File: src/rtl/reg_file_block_pkg.sv
`default_nettype none
//------------------------------------------------------------------------------
// Module : reg_file_block_pkg
// Brief  : Shared sizes, reset values and named addresses for reg_file_block.
// Rev    : 1.0  initial release
//------------------------------------------------------------------------------
package reg_file_block_pkg;

  localparam int RF_WIDTH  = 8;
  localparam int RF_DEPTH  = 16;
  localparam int RF_ADDR_W = 4;

  // UART config: parity enabled, even parity, prescale 32
  localparam logic [7:0] REG2_RST = 8'h81;
  localparam logic [7:0] REG3_RST = 8'h20;

  localparam logic [3:0] ADDR_REG0 = 4'd0;
  localparam logic [3:0] ADDR_REG1 = 4'd1;
  localparam logic [3:0] ADDR_REG2 = 4'd2;
  localparam logic [3:0] ADDR_REG3 = 4'd3;

endpackage : reg_file_block_pkg
`default_nettype wire

File: src/rtl/reg_file_block_if.sv
`default_nettype none
//------------------------------------------------------------------------------
// Module : reg_file_block_if
// Brief  : Access bus and configuration taps of the register file.
// Rev    : 1.0  initial release
//------------------------------------------------------------------------------
interface reg_file_block_if #(
  parameter int WIDTH  = 8,
  parameter int ADDR_W = 4
);

  logic              WrEn;
  logic              RdEn;
  logic [ADDR_W-1:0] Address;
  logic [WIDTH-1:0]  WrData;
  logic [WIDTH-1:0]  RdData;
  logic              RdData_Valid;
  logic [WIDTH-1:0]  REG0;
  logic [WIDTH-1:0]  REG1;
  logic [WIDTH-1:0]  REG2;
  logic [WIDTH-1:0]  REG3;

  modport master (
    output WrEn, RdEn, Address, WrData,
    input  RdData, RdData_Valid, REG0, REG1, REG2, REG3
  );

  modport slave (
    input  WrEn, RdEn, Address, WrData,
    output RdData, RdData_Valid, REG0, REG1, REG2, REG3
  );

endinterface : reg_file_block_if
`default_nettype wire

File: src/rtl/reg_file_block.sv
`default_nettype none
//------------------------------------------------------------------------------
// Module : reg_file_block
// Brief  : 16x8 register file, registered read with valid strobe, entries 0-3
//          tapped out as live configuration outputs.
// Rev    : 1.0  initial release
//------------------------------------------------------------------------------
module reg_file_block
  import reg_file_block_pkg::*;
#(
  parameter int WIDTH  = RF_WIDTH,
  parameter int DEPTH  = RF_DEPTH,
  parameter int ADDR_W = RF_ADDR_W
) (
  input  wire logic         clk,
  input  wire logic         RST,
  reg_file_block_if.slave   rf
);

  logic [WIDTH-1:0] r_mem [DEPTH];
  logic [WIDTH-1:0] r_rd_data;
  logic             r_rd_valid;

  logic             w_wr;
  logic             w_rd;

  // Both enables together is an illegal request and is dropped entirely
  assign w_wr = rf.WrEn & ~rf.RdEn;
  assign w_rd = rf.RdEn & ~rf.WrEn;

  always_ff @(posedge clk or posedge RST) begin
    if (RST) begin
      for (int i = 0; i < DEPTH; i++) begin
        r_mem[i] <= '0;
      end
      r_mem[ADDR_REG2] <= WIDTH'(REG2_RST);
      r_mem[ADDR_REG3] <= WIDTH'(REG3_RST);
    end else if (w_wr) begin
      r_mem[rf.Address] <= rf.WrData;
    end
  end

  always_ff @(posedge clk or posedge RST) begin
    if (RST) begin
      r_rd_data  <= '0;
      r_rd_valid <= 1'b0;
    end else begin
      r_rd_valid <= w_rd;
      if (w_rd) begin
        r_rd_data <= r_mem[rf.Address];
      end
    end
  end

  assign rf.RdData       = r_rd_data;
  assign rf.RdData_Valid = r_rd_valid;

  assign rf.REG0 = r_mem[ADDR_REG0];
  assign rf.REG1 = r_mem[ADDR_REG1];
  assign rf.REG2 = r_mem[ADDR_REG2];
  assign rf.REG3 = r_mem[ADDR_REG3];

endmodule : reg_file_block
`default_nettype wire

File: src/flat_wrapper.sv
// flat-port wrapper written by rule: the top's interface ports become plain ports
module reg_file_block_flat import reg_file_block_pkg::*;
#(
  parameter int WIDTH  = RF_WIDTH,
  parameter int DEPTH  = RF_DEPTH,
  parameter int ADDR_W = RF_ADDR_W
)
  (clk, RST, rf_WrEn, rf_RdEn, rf_Address, rf_WrData, rf_RdData, rf_RdData_Valid, rf_REG0, rf_REG1, rf_REG2, rf_REG3);
  reg_file_block_if #(.WIDTH(WIDTH), .ADDR_W(ADDR_W)) rf_i ();
  input  wire logic clk;
  input  wire logic RST;
  input wire logic [$bits(rf_i.WrEn)-1:0] rf_WrEn;
  input wire logic [$bits(rf_i.RdEn)-1:0] rf_RdEn;
  input wire logic [$bits(rf_i.Address)-1:0] rf_Address;
  input wire logic [$bits(rf_i.WrData)-1:0] rf_WrData;
  output wire logic [$bits(rf_i.RdData)-1:0] rf_RdData;
  output wire logic [$bits(rf_i.RdData_Valid)-1:0] rf_RdData_Valid;
  output wire logic [$bits(rf_i.REG0)-1:0] rf_REG0;
  output wire logic [$bits(rf_i.REG1)-1:0] rf_REG1;
  output wire logic [$bits(rf_i.REG2)-1:0] rf_REG2;
  output wire logic [$bits(rf_i.REG3)-1:0] rf_REG3;
  assign rf_i.WrEn = rf_WrEn;
  assign rf_i.RdEn = rf_RdEn;
  assign rf_i.Address = rf_Address;
  assign rf_i.WrData = rf_WrData;
  assign rf_RdData = rf_i.RdData;
  assign rf_RdData_Valid = rf_i.RdData_Valid;
  assign rf_REG0 = rf_i.REG0;
  assign rf_REG1 = rf_i.REG1;
  assign rf_REG2 = rf_i.REG2;
  assign rf_REG3 = rf_i.REG3;
  reg_file_block #(.WIDTH(WIDTH), .DEPTH(DEPTH), .ADDR_W(ADDR_W)) u_core (.clk(clk), .RST(RST), .rf(rf_i));
endmodule
File: config.mk
export PLATFORM = sky130hd
export DESIGN_NAME = reg_file_block_flat
export DESIGN_NICKNAME = d
export VERILOG_FILES = /design/src/rtl/reg_file_block_pkg.sv /design/src/rtl/reg_file_block_if.sv /design/src/rtl/reg_file_block.sv /design/src/flat_wrapper.sv
export SDC_FILE = /design/constraint.sdc
export NUM_CORES = 1
export LEC_CHECK = 0
export CAP_MARGIN = 25
export CELL_PAD_IN_SITES_DETAIL_PLACEMENT = 1
export CELL_PAD_IN_SITES_GLOBAL_PLACEMENT = 1
export CORE_ASPECT_RATIO = 1.2
export CORE_MARGIN = 4
export CORE_UTILIZATION = 53
export CTS_BUF_LIST = sky130_fd_sc_hd__clkbuf_2
export DETAILED_ROUTE_END_ITERATION = 12
export GPL_TIMING_DRIVEN = 0
export MAX_ROUTING_LAYER = met4
export PLACE_DENSITY_LB_ADDON = 0.12
export SYNTH_ARGS = -nofsm -noshare
export SYNTH_HDL_FRONTEND = slang
export SYNTH_SLANG_ARGS = --single-unit
File: constraint.sdc
create_clock -name clk -period 7.2 [get_ports clk]
set_input_delay 1.8 -clock clk [delete_from_list [all_inputs] [get_ports clk]]
set_output_delay 1.8 -clock clk [all_outputs]
set_load 0.02 [all_outputs]
* After elaboration in Yosys (flattened, before gate mapping)
Index checks and enable logic that the tools add are counted.
Cells by class: $add $sub $neg 0, multiply operators 0, divide/modulo/power cells 0, $lt $le $gt $ge 2, equal/unequal tests 0, shifts and indexed selects 0, multiplexer cells 6, bitwise gates (word level) 5, reductions and logical operators 1
Operators with widths (number):
- bitwise mux 128 bit | 1
- binary-select mux 8 bit (select 4 bit) | 1
- demux 8 bit (select 4 bit) | 1
- two-way mux 8 bit | 3
- >= comparator 5 bit, second input constant | 1
- < comparator 5 x 1 -> 1 bit, second input constant | 1
- NOT 4 -> 5 bit | 1
- AND 1 bit | 2
- NOT 1 bit | 2
- logical AND 1 bit | 1
Word-level totals: bits in registers 137, latch bits 0, RAM bits 0, memory bits (read-only) 0, bits of input ports 16, word-level logic and storage cells 32, memories 0

* Longest topological paths before layout
depth in word-level cells 6, mapped depth 6, mapped depth without buffers 3

* Worst setup path before layout
Ideal clock, no wire load.
kind input-to-reg, start in rf_Address[1], end reg u_core.r_mem[24] in the netlist's numbering, library setup time 125 ps, arrival 2966 ps, required time 7075 ps, slack 4109 ps, stages 5, buffers on the path 2, path through buf_4 nor4b_4 and3_1 buf_4 mux2_2
Between the ends: word-level cells in the longest chain between the ends 6, elaborated cells on any way between the ends 7, those cells by class 2 x order compare; 3 x mux; 1 x bitwise; 1 x reduce/logical
Ends and longest elaborated chain:
- from (decl) | RTL line flat_wrapper.sv:14 | input wire logic [$bits(rf_i.Address)-1:0] rf_Address;
- NOT 4 -> 5 bit (implied by the code) (*) | RTL line reg_file_block.sv:39 | r_mem[rf.Address] <= rf.WrData;
- >= comparator 5 bit (implied by the code) / < comparator 5 x 1 -> 1 bit (equally long branches) | RTL line reg_file_block.sv:39
- logical AND 1 bit (implied by the code) | RTL line reg_file_block.sv:39
- two-way mux 8 bit (implied by the code) | RTL line reg_file_block.sv:39
- demux 8 bit (select 4 bit) (*) | RTL line reg_file_block.sv:39
- bitwise mux 128 bit (*) | RTL line reg_file_block.sv:39
- to (signal, indexed assignment) | RTL line reg_file_block.sv:36 | r_mem[ADDR_REG2] <= WIDTH'(REG2_RST);
- to (signal, indexed assignment) | RTL line reg_file_block.sv:37 | r_mem[ADDR_REG3] <= WIDTH'(REG3_RST);
- to (signal, indexed assignment) | RTL line reg_file_block.sv:39
- to (decl) | RTL line reg_file_block.sv:20 | logic [WIDTH-1:0] r_mem [DEPTH];
Every way passes the cells marked *; elsewhere a longest branch is shown, timed or not. A chain may end at the register's enable or synchronous reset.

* Worst setup path in the final report
start reg u_core.r_mem (netlist bit u_core.rf.REG2[0]), end out rf_REG2[0]
RTL lines:
- to (decl) | RTL line flat_wrapper.sv:20 | output wire logic [$bits(rf_i.REG2)-1:0] rf_REG2;
No word-level cell between the ends.

==> metrics.md <==
| Metric | Value |
|---|---|
| Status | `finished, final reports clean` |
| Worst-Margin Slew | `around 750 ps` |
| Dpl cells | `around 650` |
| CP bufs+invs | `2` |
| Share of cells above drive strength 1 | `0.4808` |
| Core area | `about 12000 um2` |
| M3 GR Usage | `0.04534` |
| Row Count | `between 40 and 50` |
| Post-Syn Nets | `451` |
| Hold-fix buffers at CTS | `0` |
| CTS root buf | `clkbuf_2` |
| Seq/Total Area, Yosys | `0.5303` |
| Hpwl dp | `~12 mm` |
| Critical path's slowest cell | `dfstp_2` |
| P_leak | `between 3 and 4 nW` |
| Clk_lat worst skew | `around 730 ps` |
| Hold Fails Final Rpt | `0` |
| Number of synthesized flops with an enable pin | `0` |
| Crit path cell chain | `buf_4 -> clkdlybuf4s50_1` |
| Gate Count Post-Synth | `~440` |
| CTS Buffer Depth | `2` |
| Non-Filler Instances | `a little under 700` |
| Critical path class | `register to output port` |
| Worst hold path type | `register to register` |
| Footprint of the multi-input gates | `approximately 2600 um2` |
| Largest net degree at the start of global routing | `76` |
| Total clock buffers created by CTS | `17` |
| Final Critical Period | `approximately 3800 ps` |
| Yosys reg bits | `137` |
| GR met2 Demand/Resource | `0.4436` |
| CTS clk-pin slew, worst paths | `around 200 ps` |
| Clock Sinks | `about 140` |
| Residual DRC | `0` |
| Critical Path RT | `about 5400 ps` |
| Met1 usage | `0.3293` |
| First-pass GRT wire length | `26.11 mm` |
| R2R depth | `3` |
| Detailed Routing Iterations Pass 1 | `4` |
| Grt ovf | `0` |
| Hold Path Depth | `1` |
| Nets | `approximately 530` |
| Yosys warning total | `0` |
| Final Max Slew Viols | `0` |
| PostCTS Resize Cnt | `0` |
| Synth Flop Type | `dfrtp_1` |
| Critical Path End Type | `output port` |
| Vias in the first global route | `4534` |
| RD Place Congestion | `0.9084` |
| Fin crit share | `0.5286` |
| Final setup viols | `0` |
| Die height | `about 130 um` |
| Post-CTS setup buffer count | `0` |
| Crit-path leading delay family | `buffers and inverters` |
| Netlist cell types | `31` |
| Initial antenna violation count | `1` |
| Vias/cell | `slightly below 6` |
| Asr flop ratio synth | `1.000` |
| Area of the die | `around 14000 um2` |
| Die Wd | `108.9 um` |
| Area Overhead vs Synth | `15.79%` |
| I/O Buffers | `between 50 and 60` |
| Maximum VDD drop | `0.1725 mV` |
| Register Area | `roughly 3400 um2` |
| Detailed Route WL | `17.00 mm` |
| Pwr Density | `266.1 nW/um2` |
| RSZ-0062 raised after global routing | `false` |
| GRT Max-Usage Layer | `met2` |
| Crit path launch type | `register` |
| Max-Cap Viols | `0` |
| CP Max Fanout | `3` |
| Initial core utilization | `0.5493` |
| Setup TNS Final | `0 ps` |
| CTS HTree Levels | `4` |
| Maximum clock frequency | `~260 MHz` |
| Critical path depth | `2` |
| Skew final | `43.16 ps` |
| Total track usage | `0.2666` |
| Synthesized area | `6472 um2` |
| Filler Cell Count | `1122` |
| Num ports | `57` |
| Initial DRC count | `approximately 230` |
| Syn Area/Cell | `approximately 15 um2` |
| Clock tree from TritonCTS | `built` |
| Rel. slew slack | `0.4996` |
| Peak per-stage delay on the critical path | `600 ps` |
| Data arrival, critical path | `2010 ps` |
| ANT nets after route | `0` |
| DR WL/cell | `~25 um` |
| Routed via count | `about 4100` |
cell type report:
class                   count  share of cell area
inverters                   1            0.001169
clock inverters            14             0.02070
clock buffers              17             0.01135
well taps                 157             0.02621
multi-input cells         238              0.3529
repair buffers             56             0.07713
diodes                      1           0.0003339
plain buffers              59             0.05225
flip-flops and latches    137              0.4579
logic make-up after synthesis:
group | Yosys count | synth area share
multiplexers | 168 | 0.3309
AO/OA/AOI/OAI | 24 | 0.03093
buffers and inverters | 60 | 0.06108
flip-flops | 137 | 0.5303
AND/OR/NAND/NOR | 46 | 0.04678
flip-flops by register name, indices dropped and copies added (netlist names):
| name | flops |
|---|---|
| u_core.rf.RdData_Valid | 1 |
| u_core.rf.REG3 | 8 |
| u_core.rf.REG2 | 8 |
| u_core.rf.REG0 | 8 |
| u_core.rf.REG1 | 8 |
| u_core.rf.RdData | 8 |
| u_core.r_mem | 96 |
cell usage after synthesis (all sizes together) (2+ instances only):
library cell | n | area [um2]
nor2 | 11 | 43.80
dfstp | 3 | 78.83
buf | 50 | 357.8
mux2i | 16 | 160.2
o221a | 8 | 90.09
mux2 | 128 | 1441
dfrtp | 134 | 3353
clkbuf | 9 | 33.78
mux4 | 24 | 540.5
a22oi | 8 | 60.06
a31oi | 8 | 50.05
and3 | 3 | 23.77
nor2b | 4 | 25.02
and4bb | 2 | 25.02
nand2 | 18 | 82.58
metal layers:
layer | up-vias | wire [um]
met2 | 115 | 8817
met3 | 26 | 764
met4 | 0 | 420
met5 | - | 0
met1 | 2186 | 6998
li1 | 1729 | -
worst reg2reg max path: stages (launching register included):
cell and delay, ps:
dfrtp_1 420, mux4_2 510, a22oi_1 400, a31oi_1 170
cell usage in the layout (no fill, tap or decap), types with 3 or more instances in the layout:
master	synthesis	final
clkinv_2	0	3
dfstp_2	3	3
mux2i_1	16	16
o221a_2	8	8
a31oi_1	8	8
dfrtp_1	134	134
buf_2	7	7
clkinv_1	0	4
nand2_2	6	6
buf_4	37	37
mux2_2	128	128
inv_6	0	3
buf_6	3	3
clkdlybuf4s50_1	0	55
mux4_2	24	24
nand2_1	12	12
buf_1	3	3
bufinv_16	0	3
nor2_1	10	10
nor2b_1	4	4
clkbuf_1	9	9
clkbuf_2	0	17
a22oi_1	8	8
path summary, 6_finish.rpt:
path                                         from             endpoint  slack, ps
worst min register to register   u_core.r_mem[30]     u_core.r_mem[30]        530
max in group asynchronous                     RST     u_core.r_mem[11]       4890
min in group asynchronous                     RST    u_core.rf.REG0[3]       1510
worst max-delay path            u_core.rf.REG2[0]           rf_REG2[0]       3390
worst max register to register    u_core.r_mem[2]  u_core.rf.RdData[2]       5550
worst min-delay path             u_core.r_mem[30]     u_core.r_mem[30]        530
power by group:
part | leakage, nW | switching [mW] | internal [mW]
Clock | 0.148 | 0.289 | 0.189
Combinational | 1.50 | 0.215 | 0.293
Sequential | 1.74 | 0.0913 | 0.917
metrics by stage:
stage / hold WS [ps] / total power, mW / worst slack [ps] / util / area, um2
floorplan: 473.9 / 1.332 / 1737 / - / 6472
global placement: 481.7 / 1.493 / 31.53 / 0.6127 / 7219
detailed placement: 490.9 / 1.533 / 3037 / 0.6155 / 7252
CTS: 531.9 / 2.007 / 3361 / 0.6359 / 7492
global route: 550.8 / 2.090 / 3299 / 0.6361 / 7495
finish: 529.9 / 1.995 / 3394 / 0.6361 / 7495
No activity file was read; power rests on OpenSTA's default activity.
